### src/rtl/gb_video_pkg.sv
// Shared Game Boy video constants: framebuffer geometry, shade type, palette
// and swap-FSM state encoding.
package gb_video_pkg;

   localparam int GB_W      = 160;
   localparam int GB_H      = 144;
   localparam int FB_ADDR_W = 15;

   typedef logic [1:0]  shade_t;
   typedef logic [23:0] rgb_t;

   // Indexed by shade: 0 is the lightest green, 3 the darkest.
   localparam logic [3:0][23:0] PALETTE = {
      24'h081820, 24'h346856, 24'h88C070, 24'hE0F8D0
   };

   typedef enum logic {
      SW_IDLE    = 1'b0,
      SW_PENDING = 1'b1
   } swap_state_e;

endpackage

### src/rtl/gb_scanout_ctrl_if.sv
// Scan-out bus: hdmi scan position in, framebuffer read port, rgb out and the
// frame-writer swap handshake.
interface gb_scanout_ctrl_if;
   import gb_video_pkg::*;

   logic [9:0]           cx;
   logic [9:0]           cy;
   logic [9:0]           screen_width;
   logic [9:0]           screen_height;
   logic [FB_ADDR_W-1:0] fb_rd_addr;
   logic                 fb_rd_bank;
   shade_t               fb_rd_data;
   rgb_t                 rgb;
   logic                 wr_bank;
   logic                 wr_frame_done;
   logic                 swap_ack;
   logic [7:0]           drop_count;

   modport master (
      output cx, cy, screen_width, screen_height, fb_rd_data, wr_frame_done,
      input  fb_rd_addr, fb_rd_bank, rgb, wr_bank, swap_ack, drop_count
   );

   modport slave (
      input  cx, cy, screen_width, screen_height, fb_rd_data, wr_frame_done,
      output fb_rd_addr, fb_rd_bank, rgb, wr_bank, swap_ack, drop_count
   );

endinterface

### src/rtl/gb_swap_ctrl.sv
// Front/back bank ownership: a finished frame waits in PENDING and is only
// promoted to display at vblank start, so scan-out never tears.
module gb_swap_ctrl
   import gb_video_pkg::*;
(
   input  logic       clk_i,
   input  logic       rst_ni,
   input  logic       vblank_start_i,
   input  logic       frame_done_i,
   output logic       rd_bank_o,
   output logic       wr_bank_o,
   output logic       swap_ack_o,
   output logic [7:0] drop_count_o
);

   swap_state_e state_q;
   logic        bank_q;
   logic        ack_q;
   logic [7:0]  drop_q;

   always_ff @(posedge clk_i or negedge rst_ni) begin
      if (!rst_ni) begin
         state_q <= SW_IDLE;
         bank_q  <= 1'b0;
         ack_q   <= 1'b0;
         drop_q  <= 8'd0;
      end else begin
         ack_q <= 1'b0;
         case (state_q)
            // A completion landing on vblank start is not shown until the next one.
            SW_IDLE: if (frame_done_i) state_q <= SW_PENDING;
            SW_PENDING: begin
               if (frame_done_i && drop_q != 8'hFF) drop_q <= drop_q + 8'd1;
               if (vblank_start_i) begin
                  bank_q  <= ~bank_q;
                  ack_q   <= 1'b1;
                  state_q <= SW_IDLE;
               end
            end
            default: state_q <= SW_IDLE;
         endcase
      end
   end

   assign rd_bank_o    = bank_q;
   assign wr_bank_o    = ~bank_q;
   assign swap_ack_o   = ack_q;
   assign drop_count_o = drop_q;

endmodule

### src/rtl/gb_scanout_ctrl.sv
// Game Boy scan-out: maps the hdmi (cx, cy) onto the integer-scaled 160x144
// window, fetches shades, converts to rgb and paints the border elsewhere.
module gb_scanout_ctrl
   import gb_video_pkg::*;
#(
   parameter int unsigned SCALE      = 3,
   parameter int unsigned H_OFFSET   = 80,
   parameter int unsigned V_OFFSET   = 24,
   parameter logic [23:0] BORDER_RGB = 24'h000000
) (
   input logic              clk_pixel,
   input logic              reset_n,
   gb_scanout_ctrl_if.slave bus
);

   localparam int STAGES = 1;
   localparam int SUB_W  = (SCALE > 1) ? $clog2(SCALE) : 1;

   localparam logic [9:0]           H_LO       = 10'(H_OFFSET);
   localparam logic [9:0]           H_HI       = 10'(H_OFFSET + GB_W * SCALE);
   localparam logic [9:0]           V_LO       = 10'(V_OFFSET);
   localparam logic [9:0]           V_HI       = 10'(V_OFFSET + GB_H * SCALE);
   localparam logic [SUB_W-1:0]     SUB_MAX    = SUB_W'(SCALE - 1);
   localparam logic [FB_ADDR_W-1:0] ROW_STRIDE = FB_ADDR_W'(GB_W);

   logic [SUB_W-1:0]     x_sub_q, x_sub_d, y_sub_q, y_sub_d, cur_xsub;
   logic [7:0]           gb_x_q, gb_x_d, gb_y_q, gb_y_d, cur_gbx;
   logic [FB_ADDR_W-1:0] row_base_q, row_base_d;
   logic [FB_ADDR_W-1:0] fb_addr_q, fb_addr_d;
   logic                 row_ok_q, row_ok_d;
   logic [STAGES:0]      vld_pipe_q;
   rgb_t                 rgb_q;

   logic in_win, win_eff, row_start, row_step, col_start, vblank_start;

   always_comb begin
      in_win = (bus.cx >= H_LO) && (bus.cx < H_HI) && (bus.cx < bus.screen_width) &&
               (bus.cy >= V_LO) && (bus.cy < V_HI);
      row_start    = (bus.cx == 10'd0) && (bus.cy == V_LO);
      vblank_start = (bus.cx == 10'd0) && (bus.cy == bus.screen_height);
      col_start    = (bus.cx == H_LO);
      // After a reset the counters are meaningless until the window's first row.
      win_eff   = in_win && row_ok_q;
      row_step  = (bus.cx == 10'd0) && (bus.cy > V_LO) && (bus.cy < V_HI) && row_ok_q;

      // Column counters are restarted in the same cycle the first column is fetched.
      cur_xsub = col_start ? '0 : x_sub_q;
      cur_gbx  = col_start ? '0 : gb_x_q;

      x_sub_d    = x_sub_q;
      gb_x_d     = gb_x_q;
      y_sub_d    = y_sub_q;
      gb_y_d     = gb_y_q;
      row_base_d = row_base_q;
      row_ok_d   = row_ok_q;
      fb_addr_d  = fb_addr_q;

      if (row_start) begin
         row_ok_d   = 1'b1;
         y_sub_d    = '0;
         gb_y_d     = 8'd0;
         row_base_d = '0;
      end else if (row_step) begin
         if (y_sub_q == SUB_MAX) begin
            y_sub_d    = '0;
            gb_y_d     = gb_y_q + 8'd1;
            row_base_d = row_base_q + ROW_STRIDE;
         end else begin
            y_sub_d = y_sub_q + SUB_W'(1);
         end
      end

      if (win_eff) begin
         fb_addr_d = row_base_q + FB_ADDR_W'(cur_gbx);
         if (cur_xsub == SUB_MAX) begin
            x_sub_d = '0;
            gb_x_d  = cur_gbx + 8'd1;
         end else begin
            x_sub_d = cur_xsub + SUB_W'(1);
            gb_x_d  = cur_gbx;
         end
      end else if (col_start) begin
         x_sub_d = '0;
         gb_x_d  = 8'd0;
      end
   end

   always_ff @(posedge clk_pixel or negedge reset_n) begin
      if (!reset_n) begin
         x_sub_q    <= '0;
         gb_x_q     <= 8'd0;
         y_sub_q    <= '0;
         gb_y_q     <= 8'd0;
         row_base_q <= '0;
         row_ok_q   <= 1'b0;
         fb_addr_q  <= '0;
         vld_pipe_q <= '0;
         rgb_q      <= 24'h000000;
      end else begin
         x_sub_q    <= x_sub_d;
         gb_x_q     <= gb_x_d;
         y_sub_q    <= y_sub_d;
         gb_y_q     <= gb_y_d;
         row_base_q <= row_base_d;
         row_ok_q   <= row_ok_d;
         fb_addr_q  <= fb_addr_d;
         vld_pipe_q <= {vld_pipe_q[STAGES-1:0], win_eff};
         // fb_rd_data lines up with the last valid stage: memory adds the middle cycle.
         rgb_q      <= vld_pipe_q[STAGES] ? PALETTE[bus.fb_rd_data] : BORDER_RGB;
      end
   end

   assign bus.fb_rd_addr = fb_addr_q;
   assign bus.rgb        = rgb_q;

   gb_swap_ctrl u_swap (
      .clk_i          (clk_pixel),
      .rst_ni         (reset_n),
      .vblank_start_i (vblank_start),
      .frame_done_i   (bus.wr_frame_done),
      .rd_bank_o      (bus.fb_rd_bank),
      .wr_bank_o      (bus.wr_bank),
      .swap_ack_o     (bus.swap_ack),
      .drop_count_o   (bus.drop_count)
   );

endmodule
### src/flat_wrapper.sv
// flat-port wrapper written by rule: the top's interface ports become plain ports
module gb_scanout_ctrl_flat import gb_video_pkg::*;
#(
   parameter int unsigned SCALE      = 3,
   parameter int unsigned H_OFFSET   = 80,
   parameter int unsigned V_OFFSET   = 24,
   parameter logic [23:0] BORDER_RGB = 24'h000000
)
  (clk_pixel, reset_n, bus_cx, bus_cy, bus_screen_width, bus_screen_height, bus_fb_rd_data, bus_wr_frame_done, bus_fb_rd_addr, bus_fb_rd_bank, bus_rgb, bus_wr_bank, bus_swap_ack, bus_drop_count);
  gb_scanout_ctrl_if bus_i ();
  input logic clk_pixel;
  input logic reset_n;
  input wire logic [$bits(bus_i.cx)-1:0] bus_cx;
  input wire logic [$bits(bus_i.cy)-1:0] bus_cy;
  input wire logic [$bits(bus_i.screen_width)-1:0] bus_screen_width;
  input wire logic [$bits(bus_i.screen_height)-1:0] bus_screen_height;
  input wire logic [$bits(bus_i.fb_rd_data)-1:0] bus_fb_rd_data;
  input wire logic [$bits(bus_i.wr_frame_done)-1:0] bus_wr_frame_done;
  output wire logic [$bits(bus_i.fb_rd_addr)-1:0] bus_fb_rd_addr;
  output wire logic [$bits(bus_i.fb_rd_bank)-1:0] bus_fb_rd_bank;
  output wire logic [$bits(bus_i.rgb)-1:0] bus_rgb;
  output wire logic [$bits(bus_i.wr_bank)-1:0] bus_wr_bank;
  output wire logic [$bits(bus_i.swap_ack)-1:0] bus_swap_ack;
  output wire logic [$bits(bus_i.drop_count)-1:0] bus_drop_count;
  assign bus_i.cx = bus_cx;
  assign bus_i.cy = bus_cy;
  assign bus_i.screen_width = bus_screen_width;
  assign bus_i.screen_height = bus_screen_height;
  assign bus_i.fb_rd_data = bus_fb_rd_data;
  assign bus_i.wr_frame_done = bus_wr_frame_done;
  assign bus_fb_rd_addr = bus_i.fb_rd_addr;
  assign bus_fb_rd_bank = bus_i.fb_rd_bank;
  assign bus_rgb = bus_i.rgb;
  assign bus_wr_bank = bus_i.wr_bank;
  assign bus_swap_ack = bus_i.swap_ack;
  assign bus_drop_count = bus_i.drop_count;
  gb_scanout_ctrl #(.SCALE(SCALE), .H_OFFSET(H_OFFSET), .V_OFFSET(V_OFFSET), .BORDER_RGB(BORDER_RGB)) u_core (.clk_pixel(clk_pixel), .reset_n(reset_n), .bus(bus_i));
endmodule
### config.mk
export PLATFORM = sky130hd
export DESIGN_NAME = gb_scanout_ctrl_flat
export DESIGN_NICKNAME = d
export VERILOG_FILES = /design/src/rtl/gb_video_pkg.sv /design/src/rtl/gb_scanout_ctrl_if.sv /design/src/rtl/gb_swap_ctrl.sv /design/src/rtl/gb_scanout_ctrl.sv /design/src/flat_wrapper.sv
export SDC_FILE = /design/constraint.sdc
export NUM_CORES = 1
export LEC_CHECK = 0
export CAP_MARGIN = 20
export CORE_UTILIZATION = 45
export DETAILED_ROUTE_END_ITERATION = 8
export GPL_TIMING_DRIVEN = 1
export PLACE_DENSITY = 0.75
export SLEW_MARGIN = 10
export SYNTH_ARGS = -nofsm -noshare
export SYNTH_HDL_FRONTEND = slang
export SYNTH_SLANG_ARGS = --single-unit
### constraint.sdc
create_clock -name clk_pixel -period 3 [get_ports clk_pixel]
set_clock_uncertainty 0.2 [all_clocks]
set_input_delay 0.6 -clock clk_pixel [delete_from_list [all_inputs] [get_ports clk_pixel]]
set_output_delay 0.6 -clock clk_pixel [all_outputs]
set_load 0.05 [all_outputs]
======== Yosys cells after proc, flatten, opt, wreduce, memory -nomap -nowiden ========
Index checks and enable logic that the tools add are counted.
storage, ports and cells
  register bits ........................... 80
  word-level logic and storage cells ...... 70
operators by class
  add/subtract/negate cells ............... 6
  magnitude comparators ................... 7
  eq/ne operators ......................... 6
  muxes and demuxes ....................... 20
  bitwise gates (word level) .............. 2
  reductions and logical operators ........ 17
operators with widths
  operator               number
  $bmux 24 s2            1
  $mux 24                2
  $mux 15                3
  $mux 8                 3
  $add 8x1->8 const B    2
  $add 15x8->15          1
  $add 15x8->15 const B  1
  $mux 2                 6
  $logic_and 1x1->1      11
  $eq 10x10->1           1
  $eq 10x5->1 const B    1
  $eq 10x7->1 const B    1
  $ge 10x5->1 const B    1
  $ge 10x7->1 const B    1
  $gt 10x5->1 const B    1
  $logic_not 10->1       1
  $lt 10x10->1           1
  $lt 10x10->1 const B   1
  $lt 10x9->1 const B    1
  $ne 8x8->1 const B     1
  $reduce_and 2->1       3
  $add 2x1->2 const B    2
  $eq 2x2->1 const B     2
  $mux 1                 4
  other kinds (4)        6

======== Longest topological paths before layout ========
  depth after elaboration ................. 7
  depth in mapped cells ................... 11

======== Modules after synthesis ========
From an unflattened synthesis, not the netlist that was laid out.
unflattened totals
  cells, all modules ...................... 364
  area total of the unflattened synthesis .. 3,448.3 um^2
by module, submodules not included
  module           times used  cells each  area each (um^2)  seq. area each (um^2)
  gb_scanout_ctrl  1           319         2,944.1           1,201.2
  gb_swap_ctrl     1           45          504.2             275.3

======== Least setup slack after synthesis ========
Ideal clock, no wire load.
  path kind ............................... in2reg
  start point ............................. in bus_cx[3]
  end point ............................... reg u_core.fb_addr_q[8], in the netlist u_core.bus.fb_rd_addr[8]
  data arrival time ....................... 3.563 ns
  required time ........................... 2.675 ns
  path slack .............................. -0.888 ns
  stages .................................. 9
  path through ............................ or4_1 -> or3_2 -> clkbuf_1 -> and2_1 -> ha_1 -> inv_1 -> o41ai_1 -> xor2_1 -> mux2_2
between the ends
  longest elaborated chain between the ends .. 6
  elaborated cells between the ends (all ways) .. 11
RTL lines
  what                                                   line                    text
  start: declaration                                     flat_wrapper.sv:13      input wire logic [$bits(bus_i.cx)-1:0] bus_cx;
  branches (longest 6 deep; another with $add 15x8->15)  --
  end signal: assignment                                 gb_scanout_ctrl.sv:106  fb_addr_q <= fb_addr_d;
  end: declaration                                       gb_scanout_ctrl.sv:29   logic [FB_ADDR_W-1:0] fb_addr_q, fb_addr_d;
Several ways; the timed one is not identified.
A chain may end at the register's enable or synchronous reset.

======== Worst setup path in the final report ========
  start point ............................. in bus_cx[9]
  end point ............................... reg u_core.fb_addr_q[8], in the netlist u_core.bus.fb_rd_addr[8]
The elaborated chain is that of the path after synthesis.

==> summary.md <==
| Metric | Value |
|---|---|
| DP Area | `4800 µm²` |
| Yosys top cell by area | `dfrtp_1` |
| Endpoints failing setup | `0` |
| Clock Sinks | `59` |
| Worst reg-to-reg setup slack | `0.79 ns` |
| Async set-reset flop share out of synthesis | `100%` |
| Iteration-0 DRC Markers | `116` |
| ANT cells | `0` |
| Worst R2R End | `u_core.gb_x_q[3]` |
| Most prevalent standard cell on the critical path | `buf_6` |
| Most used DFF post-synth | `dfrtp_1` |
| Status | `completed` |
| Row cnt | `31` |
| DR WL/cell | `13.9 µm` |
| Slowest stage delay, CP | `0.56 ns` |
| # Max-Cap Violations | `0` |
| Largest net degree at the start of global routing | `60` |
| Critical path endpoint | `u_core.bus.fb_rd_addr[8]` |
| Reg2Reg Depth | `6` |
| CP required | `3.02 ns` |
| Fraction of layout cells with a size suffix above 1 | `21.0%` |
| H-tree levels | `3` |
| # hold bufs at CTS | `0` |
| Worst path top cell family by delay | `simple AND/OR/NAND/NOR gates` |
| Final hold violations | `0` |
| Worst Hold Class | `flop to flop` |
| Sw frac | `32.7%` |
| Hold_ws | `0.150 ns` |
| Pint | `1.36 mW` |
| Chip height | `90.3 µm` |
| Synthesized area | `3500 µm²` |
| # IOs | `95` |
| Number of synthesized flops with an enable pin | `0` |
| CTS tree | `done` |
| Vias in the first global route | `3052` |
| Clk pwr share | `30.6%` |
| WP buf/inv | `3` |
| Leakage | `2.34 nW` |
| CTS buffer count | `9` |
| Synth cell count leaders | `dfrtp_1 (59), nand2_1 (31), o21ai_0 (25)` |
| Total GRT Usage | `21.5%` |
| Yosys top cell area share | `42.1%` |
| Post-DRT Antenna Nets | `0` |
| Crit start category | `input port` |
| IO buf count | `87` |
| GPL Wtd Cong | `0.843` |
| Final Max Slew Viols | `0` |
| Critical path depth | `10` |
| Setup crit start | `bus_cx[9]` |
| RSZ-0062 raised after global routing | `true` |
| Routed WL | `8.29 mm` |
| First-pass GRT wire length | `14.0 mm` |
| Tcrit/Tclk final | `99.9%` |
| Slew margin rel. | `49.4%` |
| Critical Path End Type | `flop` |
| Switching power | `0.660 mW` |
| Pwr Density | `400 nW/µm²` |
| Synth top area cells | `dfrtp_1 (42%), ha_1 (6.8%), xnor2_1 (5.5%), o21ai_0 (3.6%), buf_4 (3.4%)` |
| Critical path type | `input port to flop` |
| Number of library cell types mapped by synthesis | `46` |
| Via/cell ratio | `5.35` |
| CP arrival | `3.02 ns` |
| Initial Utilization | `47.3%` |
| Drt pass-1 iters | `4` |
| Mean post-synth cell area | `9.63 µm²` |
| Final Instance Area | `5040 µm²` |
| Clock Tree Buf Depth | `2` |
| Area added between synthesis and finish | `43.9%` |
| Comb power frac | `25.0%` |
| Synth Register Bits | `59` |
| Most common cell in the netlist | `dfrtp_1` |
| Synthesized netlist cell count | `364` |
| Sequential fraction of the synthesis area | `42.1%` |
| Final Critical Period | `3.00 ns` |
| Fmax | `0.334 GHz` |
| Layout Nets | `559` |
| Final design utilization | `68.1%` |
| Grt ovf | `0` |
| Initial antenna violation count | `0` |
| Number of remaining DRC errors | `0` |
| Total power | `2.02 mW` |
| Slowest stage cell, crit path | `or4_4` |
| Worst-path cell chain | `buf_6, or4_4, or3_4, buf_6, and2_4, ha_4, inv_2, o41ai_4, xor2_1, mux2_4` |
| Worst IR drop on VDD | `0.497 mV` |
| Hold Crit Start | `u_core.vld_pipe_q[0]` |
| Critical R2R Launch | `u_core.row_ok_q` |
| Sequential share of power | `44.4%` |
| Die span in x | `90.3 µm` |
| Clk_lat worst skew | `0.34 ns` |
| DR vias | `3200` |
| Core area | `7410 µm²` |
| Crit-path max FO | `7` |
| Synth warnings | `0` |
| Worst-Margin Slew | `0.759 ns` |
| DIE AREA | `8150 µm²` |
| Clock Tree Root | `clkbuf_8` |
| Clk slew on worst S/H paths | `0.06 ns` |
| Hpwl dp | `6.27 mm` |
logic make-up after synthesis:
logic type	synth area share, %
compound gates	12.1
xor+xnor	7.25
fa+ha+maj	6.78
buf+inv	6.64
flops	42.1
mux	3.93
other cells	0.107
simple gates	21.1
worst min path at each step:
stage | to | cells past startpoint
after floorplan | u_core.bus.fb_rd_addr[0] | 0
after global placement | u_core.vld_pipe_q[1] | 0
after detailed placement | u_core.vld_pipe_q[1] | 0
after CTS | u_core.vld_pipe_q[1] | 0
after global routing | u_core.vld_pipe_q[1] | 0
final | u_core.vld_pipe_q[1] | 0
what timing repair did:
item	CTS	global route
endpoints found under the hold margin	0	0
setup endpoints to repair	17	8
setup buffers	4	4
pin swaps	7	10
gates resized for setup	23	18
metrics by stage:
stage,setup TNS (ns),setup slack [ns],std cells
after floorplan,-1.41,-0.280,371
after global placement,-12.55,-0.639,576
after detailed placement,-14.43,-0.717,576
after CTS,0,0.00186,595
after global routing,-0.0872,-0.0587,598
final,0,0.00183,598
layer usage:
| metal | vias up | GRT usage (%) | share of wire (%) |
|---|---|---|---|
| met2 | 129 | 35.6 | 49 |
| met4 | 0 | 9.01 | 1.9 |
| met1 | 1509 | 27.0 | 42 |
| met5 | - | 0 | 0 |
| li1 | 1544 | - | - |
| met3 | 18 | 4.80 | 6.2 |
cells in the final DEF, fill, tap and decap left out, drive strengths merged, types with 2 or more instances in the layout:
cell type and instances:
a21oi 19, o311ai 4, ha 19, dfrtp 59, nand2b 9, clkinvlp 2, nand4b 2, nand2 31
nor2b 7, o21ai 25, xnor2 22, clkbuf 13, clkinv 3, and3 7, or3 5, nor2 11
conb 8, nor3 2, a21o 3, and4 3, a211o 2, clkdlybuf4s50 77, mux2 6, o31ai 9
mux2i 7, or4 9, inv 18, and2 8, nand3 10, buf 57, nand4 10, xor2 7
nor4 12
cell type report:
| cell class | count | area, µm² |
|---|---|---|
| inverters | 18 | 67.6 |
| clock buffers | 10 | 138 |
| flip-flops and latches | 59 | 1480 |
| repair buffers | 139 | 1240 |
| clock inverters | 5 | 30.0 |
| multi-input cells | 268 | 1970 |
| well taps | 99 | 124 |
| fillers | 599 | 2360 |
power groups by stage:
stage               clock network (mW)  registers, mW  logic (mW)
floorplan                            0           1.05       0.143
global placement                     0          0.907       0.492
detailed placement                   0          0.910       0.501
finish                           0.618          0.896       0.504
global route                     0.676          0.906       0.538
CTS                              0.635          0.896       0.501
registers in the layout (all words and copies together), names as in the netlist:
register / count
u_core.u_swap.state_q: 1
u_core.vld_pipe_q: 2
u_core.gb_x_q: 8
u_core.bus.rgb: 8
u_core.u_swap.drop_count_o: 8
u_core.y_sub_q: 2
u_core.u_swap.swap_ack_o: 1
u_core.row_ok_q: 1
u_core.bus.fb_rd_addr: 15
u_core.x_sub_q: 2
u_core.u_swap.rd_bank_o: 1
u_core.row_base_q: 10
worst reg2reg max path: stages (launching register included):
cell	delay [ns]
dfrtp_1	0.36
nor2b_1	0.12
o21ai_0	0.10
or4_1	0.50
buf_4	0.19
or4_1	0.50
a21oi_1	0.16
Note: power is estimated with default switching activity, not from simulation.
